--- config.mk ---
export PLATFORM = sky130hd
export DESIGN_NAME = control_sequencer_flat
export DESIGN_NICKNAME = d
export VERILOG_FILES = /design/src/rtl/cpu_ctrl_pkg.sv /design/src/rtl/control_sequencer_if.sv /design/src/rtl/ctrl_decode.sv /design/src/rtl/control_sequencer.sv /design/src/flat_wrapper.sv
export SDC_FILE = /design/constraint.sdc
export NUM_CORES = 1
export LEC_CHECK = 0
export BUFFER_PORTS_ARGS = -buffer_cell sky130_fd_sc_hd__buf_2
export CAP_MARGIN = 20
export CORE_ASPECT_RATIO = 1.5
export CORE_MARGIN = 1
export CORE_UTILIZATION = 49
export CTS_CLUSTER_SIZE = 20
export DETAILED_ROUTE_END_ITERATION = 8
export PLACE_DENSITY_LB_ADDON = 0.05
export SYNTH_ARGS = -nofsm -noshare
export SYNTH_HDL_FRONTEND = slang
export SYNTH_SLANG_ARGS = --single-unit
--- constraint.sdc ---
create_clock -name clock -period 3.1 [get_ports clock]
set_input_delay 0.31 -clock clock [delete_from_list [all_inputs] [get_ports clock]]
set_output_delay 0.31 -clock clock [all_outputs]
set_load 0.02 [all_outputs]
--- src/rtl/cpu_ctrl_pkg.sv ---
// cpu_ctrl_pkg: states, opcodes, ALU codes, IR field positions and control word for the sequencer
package cpu_ctrl_pkg;

    typedef logic [3:0] state_t;

    localparam state_t S_RESET = 4'd0;
    localparam state_t S_T0    = 4'd1;
    localparam state_t S_T1    = 4'd2;
    localparam state_t S_T2    = 4'd3;
    localparam state_t S_T3    = 4'd4;
    localparam state_t S_T4    = 4'd5;
    localparam state_t S_T5    = 4'd6;
    localparam state_t S_T6    = 4'd7;
    localparam state_t S_T7    = 4'd8;
    localparam state_t S_HALT  = 4'd9;

    typedef enum logic [3:0] {
        CL_RTYPE, CL_IMM, CL_MULDIV, CL_LD, CL_ST, CL_MFHI, CL_MFLO, CL_NOP, CL_HALT
    } cls_e;

    localparam logic [4:0] OP_ADD  = 5'd0;
    localparam logic [4:0] OP_SUB  = 5'd1;
    localparam logic [4:0] OP_AND  = 5'd2;
    localparam logic [4:0] OP_OR   = 5'd3;
    localparam logic [4:0] OP_SHR  = 5'd4;
    localparam logic [4:0] OP_SHL  = 5'd5;
    localparam logic [4:0] OP_ROR  = 5'd6;
    localparam logic [4:0] OP_ROL  = 5'd7;
    localparam logic [4:0] OP_ADDI = 5'd8;
    localparam logic [4:0] OP_ANDI = 5'd9;
    localparam logic [4:0] OP_ORI  = 5'd10;
    localparam logic [4:0] OP_LD   = 5'd11;
    localparam logic [4:0] OP_ST   = 5'd12;
    localparam logic [4:0] OP_MUL  = 5'd13;
    localparam logic [4:0] OP_DIV  = 5'd14;
    localparam logic [4:0] OP_MFHI = 5'd15;
    localparam logic [4:0] OP_MFLO = 5'd16;
    localparam logic [4:0] OP_NOP  = 5'd17;
    localparam logic [4:0] OP_HALT = 5'd31;

    localparam logic [3:0] ALU_ADD = 4'd0;
    localparam logic [3:0] ALU_SUB = 4'd1;
    localparam logic [3:0] ALU_AND = 4'd2;
    localparam logic [3:0] ALU_OR  = 4'd3;
    localparam logic [3:0] ALU_SHR = 4'd4;
    localparam logic [3:0] ALU_SHL = 4'd5;
    localparam logic [3:0] ALU_ROR = 4'd6;
    localparam logic [3:0] ALU_ROL = 4'd7;
    localparam logic [3:0] ALU_MUL = 4'd8;
    localparam logic [3:0] ALU_DIV = 4'd9;

    localparam int OP_LSB = 27;
    localparam int RA_LSB = 23;
    localparam int RB_LSB = 19;
    localparam int RC_LSB = 15;

    typedef struct packed {
        logic [3:0] reg_sel;
        logic [3:0] alu_select;
        logic       rin;
        logic       rout;
        logic       pc_out;
        logic       inc_pc;
        logic       ir_in;
        logic       mar_in;
        logic       mdr_in;
        logic       mdr_out;
        logic       mdr_read;
        logic       y_in;
        logic       z_in;
        logic       zlow_out;
        logic       zhigh_out;
        logic       hi_in;
        logic       hi_out;
        logic       lo_in;
        logic       lo_out;
        logic       c_out;
        logic       mem_read;
        logic       mem_write;
    } ctrl_t;

endpackage

--- src/rtl/control_sequencer_if.sv ---
// control_sequencer_if: IR/memory inputs and datapath control outputs of the sequencer
interface control_sequencer_if;
    logic [31:0] ir;
    logic        mem_done;
    logic [3:0]  reg_sel;
    logic        rin, rout;
    logic        pc_out, inc_pc, ir_in, mar_in;
    logic        mdr_in, mdr_out, mdr_read;
    logic        y_in, z_in, zlow_out, zhigh_out, hi_in, hi_out, lo_in, lo_out, c_out;
    logic [3:0]  alu_select;
    logic        mem_read, mem_write;
    logic        run, mem_err;

    modport master (
        input  ir, mem_done,
        output reg_sel, rin, rout, pc_out, inc_pc, ir_in, mar_in, mdr_in, mdr_out, mdr_read,
               y_in, z_in, zlow_out, zhigh_out, hi_in, hi_out, lo_in, lo_out, c_out,
               alu_select, mem_read, mem_write, run, mem_err
    );

    modport slave (
        output ir, mem_done,
        input  reg_sel, rin, rout, pc_out, inc_pc, ir_in, mar_in, mdr_in, mdr_out, mdr_read,
               y_in, z_in, zlow_out, zhigh_out, hi_in, hi_out, lo_in, lo_out, c_out,
               alu_select, mem_read, mem_write, run, mem_err
    );
endinterface

--- src/rtl/ctrl_decode.sv ---
// ctrl_decode: maps an opcode to its execute class and ALU operation
module ctrl_decode
    import cpu_ctrl_pkg::*;
(
    input  logic [4:0] opcode,
    output cls_e       cls,
    output logic [3:0] alu_sel
);

    always_comb begin
        cls = CL_NOP;
        alu_sel = ALU_ADD;
        case (opcode)
            OP_ADDI: cls = CL_IMM;
            OP_ANDI: begin cls = CL_IMM; alu_sel = ALU_AND; end
            OP_ORI:  begin cls = CL_IMM; alu_sel = ALU_OR; end
            OP_LD:   cls = CL_LD;
            OP_ST:   cls = CL_ST;
            OP_MUL:  begin cls = CL_MULDIV; alu_sel = ALU_MUL; end
            OP_DIV:  begin cls = CL_MULDIV; alu_sel = ALU_DIV; end
            OP_MFHI: cls = CL_MFHI;
            OP_MFLO: cls = CL_MFLO;
            OP_HALT: cls = CL_HALT;
            default: if (opcode <= OP_ROL) begin cls = CL_RTYPE; alu_sel = opcode[3:0]; end
        endcase
    end

endmodule

--- src/rtl/control_sequencer.sv ---
// control_sequencer: multi-cycle Moore control FSM with memory-wait timeout for the bus datapath
module control_sequencer
    import cpu_ctrl_pkg::*;
#(
    parameter int MEM_WAIT_MAX = 255
)(
    input  logic                clock,
    input  logic                clear,
    control_sequencer_if.master bus
);

    state_t     state_q, state_d;
    logic [7:0] wait_q, wait_d;
    logic       mem_err_q, mem_err_d;
    cls_e       cls;
    logic [3:0] alu_sel, ra, rb, rc;
    logic       waiting, timeout, ir_unused;
    ctrl_t      c;

    assign ra = bus.ir[RA_LSB +: 4];
    assign rb = bus.ir[RB_LSB +: 4];
    assign rc = bus.ir[RC_LSB +: 4];
    assign ir_unused = ^bus.ir[RC_LSB-1:0];

    ctrl_decode u_decode (
        .opcode  (bus.ir[OP_LSB +: 5]),
        .cls     (cls),
        .alu_sel (alu_sel)
    );

    // Only these phases listen to mem_done; a phase gets MEM_WAIT_MAX+1 cycles before faulting
    assign waiting = state_q == S_T1 || (state_q == S_T6 && cls == CL_LD) || (state_q == S_T7 && cls == CL_ST);
    assign timeout = waiting && !bus.mem_done && wait_q == 8'(MEM_WAIT_MAX);
    assign wait_d = (waiting && !bus.mem_done && !timeout) ? wait_q + 8'd1 : 8'd0;
    assign mem_err_d = mem_err_q | timeout;

    always_comb begin
        state_d = state_q;
        case (state_q)
            S_RESET: state_d = S_T0;
            S_T0:    state_d = S_T1;
            S_T1:    state_d = bus.mem_done ? S_T2 : S_T1;
            S_T2:    state_d = S_T3;
            S_T3:    state_d = cls == CL_HALT ? S_HALT : (cls inside {CL_MFHI, CL_MFLO, CL_NOP}) ? S_T0 : S_T4;
            S_T4:    state_d = S_T5;
            S_T5:    state_d = (cls inside {CL_RTYPE, CL_IMM}) ? S_T0 : S_T6;
            S_T6:    state_d = cls == CL_MULDIV ? S_T0 : (cls == CL_LD && !bus.mem_done) ? S_T6 : S_T7;
            S_T7:    state_d = (cls == CL_ST && !bus.mem_done) ? S_T7 : S_T0;
            default: state_d = S_HALT;
        endcase
        if (timeout) state_d = S_HALT;
    end

    always_ff @(posedge clock) begin
        if (clear) begin
            state_q <= S_RESET;
            wait_q <= '0;
            mem_err_q <= 1'b0;
        end else begin
            state_q <= state_d;
            wait_q <= wait_d;
            mem_err_q <= mem_err_d;
        end
    end

    always_comb begin
        c = '0;
        case (state_q)
            S_T0: begin c.pc_out = 1'b1; c.mar_in = 1'b1; c.inc_pc = 1'b1; end
            S_T1: begin c.mem_read = 1'b1; c.mdr_read = 1'b1; c.mdr_in = 1'b1; end
            S_T2: begin c.mdr_out = 1'b1; c.ir_in = 1'b1; end
            S_T3: case (cls)
                CL_RTYPE, CL_IMM, CL_LD, CL_ST: begin c.rout = 1'b1; c.reg_sel = rb; c.y_in = 1'b1; end
                CL_MULDIV: begin c.rout = 1'b1; c.reg_sel = ra; c.y_in = 1'b1; end
                CL_MFHI:   begin c.hi_out = 1'b1; c.rin = 1'b1; c.reg_sel = ra; end
                CL_MFLO:   begin c.lo_out = 1'b1; c.rin = 1'b1; c.reg_sel = ra; end
                default: ;
            endcase
            S_T4: begin
                c.alu_select = alu_sel;
                c.z_in = 1'b1;
                c.rout = cls inside {CL_RTYPE, CL_MULDIV};
                c.c_out = cls inside {CL_IMM, CL_LD, CL_ST};
                c.reg_sel = cls == CL_RTYPE ? rc : cls == CL_MULDIV ? rb : 4'd0;
            end
            S_T5: begin
                c.zlow_out = 1'b1;
                c.rin = cls inside {CL_RTYPE, CL_IMM};
                c.reg_sel = c.rin ? ra : 4'd0;
                c.lo_in = cls == CL_MULDIV;
                c.mar_in = cls inside {CL_LD, CL_ST};
            end
            S_T6: case (cls)
                CL_MULDIV: begin c.zhigh_out = 1'b1; c.hi_in = 1'b1; end
                CL_LD:     begin c.mem_read = 1'b1; c.mdr_read = 1'b1; c.mdr_in = 1'b1; end
                CL_ST:     begin c.rout = 1'b1; c.reg_sel = ra; c.mdr_in = 1'b1; end
                default: ;
            endcase
            S_T7: case (cls)
                CL_LD: begin c.mdr_out = 1'b1; c.rin = 1'b1; c.reg_sel = ra; end
                CL_ST: c.mem_write = 1'b1;
                default: ;
            endcase
            default: ;
        endcase
    end

    assign bus.reg_sel    = c.reg_sel;
    assign bus.alu_select = c.alu_select;
    assign bus.rin        = c.rin;
    assign bus.rout       = c.rout;
    assign bus.pc_out     = c.pc_out;
    assign bus.inc_pc     = c.inc_pc;
    assign bus.ir_in      = c.ir_in;
    assign bus.mar_in     = c.mar_in;
    assign bus.mdr_in     = c.mdr_in;
    assign bus.mdr_out    = c.mdr_out;
    assign bus.mdr_read   = c.mdr_read;
    assign bus.y_in       = c.y_in;
    assign bus.z_in       = c.z_in;
    assign bus.zlow_out   = c.zlow_out;
    assign bus.zhigh_out  = c.zhigh_out;
    assign bus.hi_in      = c.hi_in;
    assign bus.hi_out     = c.hi_out;
    assign bus.lo_in      = c.lo_in;
    assign bus.lo_out     = c.lo_out;
    assign bus.c_out      = c.c_out;
    assign bus.mem_read   = c.mem_read;
    assign bus.mem_write  = c.mem_write;
    assign bus.run        = state_q != S_RESET && state_q != S_HALT;
    assign bus.mem_err    = mem_err_q;

endmodule

--- src/flat_wrapper.sv ---
// flat-port wrapper written by rule: the top's interface ports become plain ports
module control_sequencer_flat import cpu_ctrl_pkg::*;
#(
    parameter int MEM_WAIT_MAX = 255
)
  (clock, clear, bus_ir, bus_mem_done, bus_reg_sel, bus_rin, bus_rout, bus_pc_out, bus_inc_pc, bus_ir_in, bus_mar_in, bus_mdr_in, bus_mdr_out, bus_mdr_read, bus_y_in, bus_z_in, bus_zlow_out, bus_zhigh_out, bus_hi_in, bus_hi_out, bus_lo_in, bus_lo_out, bus_c_out, bus_alu_select, bus_mem_read, bus_mem_write, bus_run, bus_mem_err);
  control_sequencer_if bus_i ();
  input  logic clock;
  input  logic clear;
  input wire logic [$bits(bus_i.ir)-1:0] bus_ir;
  input wire logic [$bits(bus_i.mem_done)-1:0] bus_mem_done;
  output wire logic [$bits(bus_i.reg_sel)-1:0] bus_reg_sel;
  output wire logic [$bits(bus_i.rin)-1:0] bus_rin;
  output wire logic [$bits(bus_i.rout)-1:0] bus_rout;
  output wire logic [$bits(bus_i.pc_out)-1:0] bus_pc_out;
  output wire logic [$bits(bus_i.inc_pc)-1:0] bus_inc_pc;
  output wire logic [$bits(bus_i.ir_in)-1:0] bus_ir_in;
  output wire logic [$bits(bus_i.mar_in)-1:0] bus_mar_in;
  output wire logic [$bits(bus_i.mdr_in)-1:0] bus_mdr_in;
  output wire logic [$bits(bus_i.mdr_out)-1:0] bus_mdr_out;
  output wire logic [$bits(bus_i.mdr_read)-1:0] bus_mdr_read;
  output wire logic [$bits(bus_i.y_in)-1:0] bus_y_in;
  output wire logic [$bits(bus_i.z_in)-1:0] bus_z_in;
  output wire logic [$bits(bus_i.zlow_out)-1:0] bus_zlow_out;
  output wire logic [$bits(bus_i.zhigh_out)-1:0] bus_zhigh_out;
  output wire logic [$bits(bus_i.hi_in)-1:0] bus_hi_in;
  output wire logic [$bits(bus_i.hi_out)-1:0] bus_hi_out;
  output wire logic [$bits(bus_i.lo_in)-1:0] bus_lo_in;
  output wire logic [$bits(bus_i.lo_out)-1:0] bus_lo_out;
  output wire logic [$bits(bus_i.c_out)-1:0] bus_c_out;
  output wire logic [$bits(bus_i.alu_select)-1:0] bus_alu_select;
  output wire logic [$bits(bus_i.mem_read)-1:0] bus_mem_read;
  output wire logic [$bits(bus_i.mem_write)-1:0] bus_mem_write;
  output wire logic [$bits(bus_i.run)-1:0] bus_run;
  output wire logic [$bits(bus_i.mem_err)-1:0] bus_mem_err;
  assign bus_i.ir = bus_ir;
  assign bus_i.mem_done = bus_mem_done;
  assign bus_reg_sel = bus_i.reg_sel;
  assign bus_rin = bus_i.rin;
  assign bus_rout = bus_i.rout;
  assign bus_pc_out = bus_i.pc_out;
  assign bus_inc_pc = bus_i.inc_pc;
  assign bus_ir_in = bus_i.ir_in;
  assign bus_mar_in = bus_i.mar_in;
  assign bus_mdr_in = bus_i.mdr_in;
  assign bus_mdr_out = bus_i.mdr_out;
  assign bus_mdr_read = bus_i.mdr_read;
  assign bus_y_in = bus_i.y_in;
  assign bus_z_in = bus_i.z_in;
  assign bus_zlow_out = bus_i.zlow_out;
  assign bus_zhigh_out = bus_i.zhigh_out;
  assign bus_hi_in = bus_i.hi_in;
  assign bus_hi_out = bus_i.hi_out;
  assign bus_lo_in = bus_i.lo_in;
  assign bus_lo_out = bus_i.lo_out;
  assign bus_c_out = bus_i.c_out;
  assign bus_alu_select = bus_i.alu_select;
  assign bus_mem_read = bus_i.mem_read;
  assign bus_mem_write = bus_i.mem_write;
  assign bus_run = bus_i.run;
  assign bus_mem_err = bus_i.mem_err;
  control_sequencer #(.MEM_WAIT_MAX(MEM_WAIT_MAX)) u_core (.clock(clock), .clear(clear), .bus(bus_i));
endmodule
=== Word level (Yosys, flattened, before mapping) ===
Cells that the tools add are included.

* Add/sub/neg operators: 1
* Order comparisons: 1
* Reduce and logical (&&, ||, !) cells: 30
* Muxes and demuxes: 46
* Bitwise logic cells: 2
* Equality and inequality tests: 28

{| class="wikitable"
|+ Operator list
! cell !! count
|-
| $mux 4 || 12
|-
| $eq 5x4->1 const B || 8
|-
| $pmux 4 s5 || 2
|-
| $pmux 4 s9 || 1
|-
| $eq 4x3->1 const B || 8
|-
| $pmux 4 s7 || 1
|-
| $mux 1 || 17
|-
| $eq 4x2->1 const B || 4
|-
| $eq 5x5->1 const B || 2
|-
| $reduce_or 2->1 || 5
|-
| $mux 3 || 3
|-
| $add 8x1->8 const B || 1
|-
| $eq 4x1->1 const B || 2
|-
| $eq 4x4->1 const B || 2
|-
| $eq 8x8->1 const B || 1
|-
| $logic_and 1x1->1 || 8
|-
| $logic_not 4->1 || 2
|-
| $pmux 1 s2 || 4
|-
| $pmux 4 s2 || 1
|-
| $mux 2 || 3
|-
| $pmux 1 s3 || 2
|-
| $reduce_bool 2->1 || 3
|-
| $reduce_bool 3->1 || 2
|-
| $reduce_or 3->1 || 2
|-
| other kinds (10) || 12
|}

* Register bits after elaboration: 13
* Output and inout port bits: 30
* Logic and storage cells: 112
* Input bits: 35

=== Logic depth before layout (Yosys ltp) ===
* Depth after elaboration: 13
* Gate-level depth with buffers: 6
* Depth with buffers taken out: 4

=== By module ===
From an unflattened synthesis, not the netlist that was laid out.

* Cell total of the unflattened synthesis: 204
* Area total of the unflattened synthesis: 1569.0 um^2

{| class="wikitable"
|+ Modules (own cells, without submodules)
! module !! area each (um^2) !! cells each !! seq. area each (um^2) !! instances
|-
| control_sequencer || 1363.8 || 173 || 260.2 || 1
|-
| ctrl_decode || 205.2 || 31 || 0.0 || 1
|}

=== Worst setup path before layout ===
Ideal clock, no wire load.

* Path kind: register to output
* From: reg u_core.state_q[3]
* To: out bus_rout
* Cell stages (with the launch flop): 5
* Required time: 2790 ps
* Buffers on the path: 1
* Path slack: 856 ps
* Data arrival time: 1934 ps
* Path through: dfxtp_1 -> or4b_1 -> clkbuf_1 -> nor3b_1 -> a221o_1

* Word-level cells in the longest chain between the ends: 2
* Elaborated cells on any way between the ends: 4
* Classes of those cells: eq/ne (3); mux (1)

{| class="wikitable"
|+ RTL lines
! what !! line !! source
|-
| from (decl) || control_sequencer.sv:12 || <nowiki>state_t state_q, state_d;</nowiki>
|-
| from (signal assigned) || control_sequencer.sv:60 || <nowiki>state_q <= state_d;</nowiki>
|-
| $eq 4x3->1 || control_sequencer.sv:68 || <nowiki>case (state_q)</nowiki>
|-
| $pmux 1 s3 * || control_sequencer.sv:68 ||
|-
| to (decl) || flat_wrapper.sv:14 || <nowiki>output wire logic [$bits(bus_i.rout)-1:0] bus_rout;</nowiki>
|}

Mark *: on every way between the ends. The rest lies on a longest branch, timed or not.

=== Final worst setup path ===
* From: reg u_core.state_q[3]
* To: out bus_reg_sel[2]

* Word-level cells in the longest chain between the ends: 2
* Elaborated cells on any way between the ends: 6
* Classes of those cells: eq/ne (5); mux (1)

{| class="wikitable"
|+ RTL lines
! what !! line !! source
|-
| $eq 4x4->1 / $eq 4x3->1 (equally long branches) || control_sequencer.sv:68 ||
|-
| $pmux 4 s5 * || control_sequencer.sv:68 ||
|-
| to (decl) || flat_wrapper.sv:12 || <nowiki>output wire logic [$bits(bus_i.reg_sel)-1:0] bus_reg_sel;</nowiki>
|}

Marks and branches as above.

==> out/metrics.yaml <==
sta:
  skew_ps: 3.36
  rsz0062_at_grt: "false"
  setup-violations-final: 0
  tns_ps: 0
  tightest_slew_ps: 618
  slew_viol_final: 0
  period_needed_ps: 2630
  max_slew_margin_pct: 58.5
  max_freq_mhz: 381
  min_period_over_period_pct: 84.8
  hold_violations: 0
  holdWs_ps: 303
worst_hold_path:
  whs_endpoint: "u_core.state_q[2]$_SDFF_PP0_"
  min_from: "clear"
  hold_depth: 2
  hp-class: "input pin to register"
clock_tree:
  cts_hold_buf: 0
  h-tree-depth: 1
  tritoncts: "yes"
  clock-sinks: 13
  post_cts_buffers: 0
  cts_buffer_depth: 2
  clockRootBuffer: "clkbuf_4"
  clk_pin_slew_ps: 70
  cts_resized: 0
  cts-buffers-inserted: 3
  insertion_delay_ps: 270
global_route:
  grt_pass1_vias: 1249
  grt_pass1_wl_mm: 5.24
  grt_use_total_pct: 23.8
  antenna_found_initial: 0
  overflow: 0
  grt_max_degree: 16
setup_path:
  cp_max_fo: 12
  required_ps: 2790
  worst-setup-path-type: "register to output pin"
  worstPathArrival_ps: 2320
  startpoint_type: "register"
  r2r_slack_ps: 1040
  endpoint_kind: "output pin"
  r2r_end: "u_core.wait_q[5]$_SDFF_PP0_"
  worstReg2RegStart: "u_core.state_q[3]$_SDFF_PP0_"
  r2r_cells: 4
finish:
  fill_cells: 237
  final_common_cell: "buf_2"
  syn_to_final_growth_pct: 17.2
  drive_gt1_share_pct: 29.6
  diodes: 0
  regArea_um2: 260
  nNetsFinal: 250
  layout_common_cells: "buf_2 (49), nor2_1 (19), o21ai_0 (14)"
  multi_input_area_um2: 912
yosys:
  netlist_area_um2: 1280
  async_reset_ff_share_pct: 0
  synth_top_flop_cell: "dfxtp_1"
  avgSynthCellArea_um2: 7.34
  syn_inst: 175
  synth_seq_cells: 13
  syn_nets: 211
  ys_seq_area_share_pct: 20.3
  ys_warn_count: 0
  ys_types: 56
  synth-edff-count: 0
drt:
  avgViaCountPerCell: 6.03
  wl_per_cell_um: 13.7
  vias: 1430
  drtAntennaViolNets: 0
  dr.first_iter.drc_count: 58
  wl_mm: 3.24
  drc_errors: 6
  first_pass_iters: 7
floorplan:
  die_w_um: 43.8
  start_util_pct: 51.8
  core_um2: 2480
  io_pins: 65
  rows: 22
  die-area_um2: 2830
  die_h_um: 64.7
placement:
  gp_congestion: 0.881
  port-buffer-count: 49
  dp_hpwl_mm: 2.65
power:
  p_per_area_nw_per_um2: 264
  max-vdd-ir-drop_mv: 0.193
  leakage_nw: 0.694
outcome:
  status: "complete, but fails checks"
  violations: "design-rule violations"
run:
  drv_cap: 0
-- where the power goes --
group | switching [mW] | internal [mW] | total (mW)
combinational | 0.0718 | 0.0462 | 0.118
clock | 0.0487 | 0.0498 | 0.0985
sequential | 0.0100 | 0.171 | 0.181
-- critical path, stage by stage, from the launching register on --
cell and delay (ps):
dfxtp_1 410, or4b_1 710, a311oi_1 490, o21ai_0 160, nand4_1 110, buf_2 160
-- flip-flops by register name, summed over array words and instances (netlist names) --
register / count
u_core.wait_q: 8
u_core.state_q: 4
u_core.bus.mem_err: 1
-- stage by stage --
step	util, %	power [mW]	area (um2)	std cells	setup slack, ps
floorplan	-	0.271	1280	175	856
global placement	59.6	0.300	1480	233	864
detailed placement	59.6	0.302	1480	233	780
CTS	60.7	0.401	1500	237	481
global route	60.7	0.424	1500	237	246
finish	60.7	0.398	1500	237	472
-- area by class of cell --
class | count | area share, %
inverters | 8 | 2.00
repair buffers | 49 | 16.3
flip-flops and latches | 13 | 17.3
clock buffers | 4 | 1.75
multi-input cells | 139 | 60.6
well taps | 24 | 2.00
-- worst max-delay path by stage --
stage,cells after the start,end,from
3_3_place_gp,5,bus_reg_sel[1],u_core.state_q[2]$_SDFF_PP0_
2_1_floorplan,4,bus_rout,u_core.state_q[3]$_SDFF_PP0_
6_report,5,bus_reg_sel[2],u_core.state_q[3]$_SDFF_PP0_
3_5_place_dp,5,bus_reg_sel[2],u_core.state_q[3]$_SDFF_PP0_
4_1_cts,5,bus_reg_sel[2],u_core.state_q[0]$_SDFF_PP0_
5_1_grt,5,bus_reg_sel[2],u_core.state_q[0]$_SDFF_PP0_
-- kinds of logic after synthesis --
group | Yosys count | synth area share (%)
xor+xnor | 7 | 4.78
buf+inv | 23 | 8.67
mux | 2 | 1.56
compound gates | 39 | 21.8
flops | 13 | 20.3
simple gates | 90 | 41.9
fa+ha+maj | 1 | 0.975
-- per-layer routing --
layer  GRT usage [%]  vias to the layer above  wire, um
met5               0                        -         0
li1                -                      721         -
met1            25.4                      643      1280
met3            2.79                        8       184
met4            8.98                        0        59
met2            45.1                       58      1720
-- synth_stat cells, types with 2 or more instances --
cell	count	area share, %
dfxtp_1	13	20
buf_4	4	2.3
and3_1	5	2.4
clkbuf_1	7	2.0
nor2_1	19	5.6
xor2_1	4	2.7
and4_1	3	2.0
o32a_1	2	1.6
a22oi_1	4	2.3
a21oi_1	2	0.78
nor3_2	3	2.3
xnor2_1	3	2.0
or2_2	3	1.5
buf_2	2	0.78
nand4_1	7	3.4
nor3_1	10	3.9
a221oi_1	2	1.4
mux2i_1	2	1.6
inv_1	8	2.3
a211oi_1	2	1.2
nor4_1	3	1.5
and3b_1	2	1.4
nand3b_1	2	1.2
nand2b_1	5	2.4
o21ai_0	14	5.5
nor2b_1	2	0.97
nor3b_1	2	1.2
nand2_1	12	3.5
Note: power is estimated with default switching activity, not from simulation.
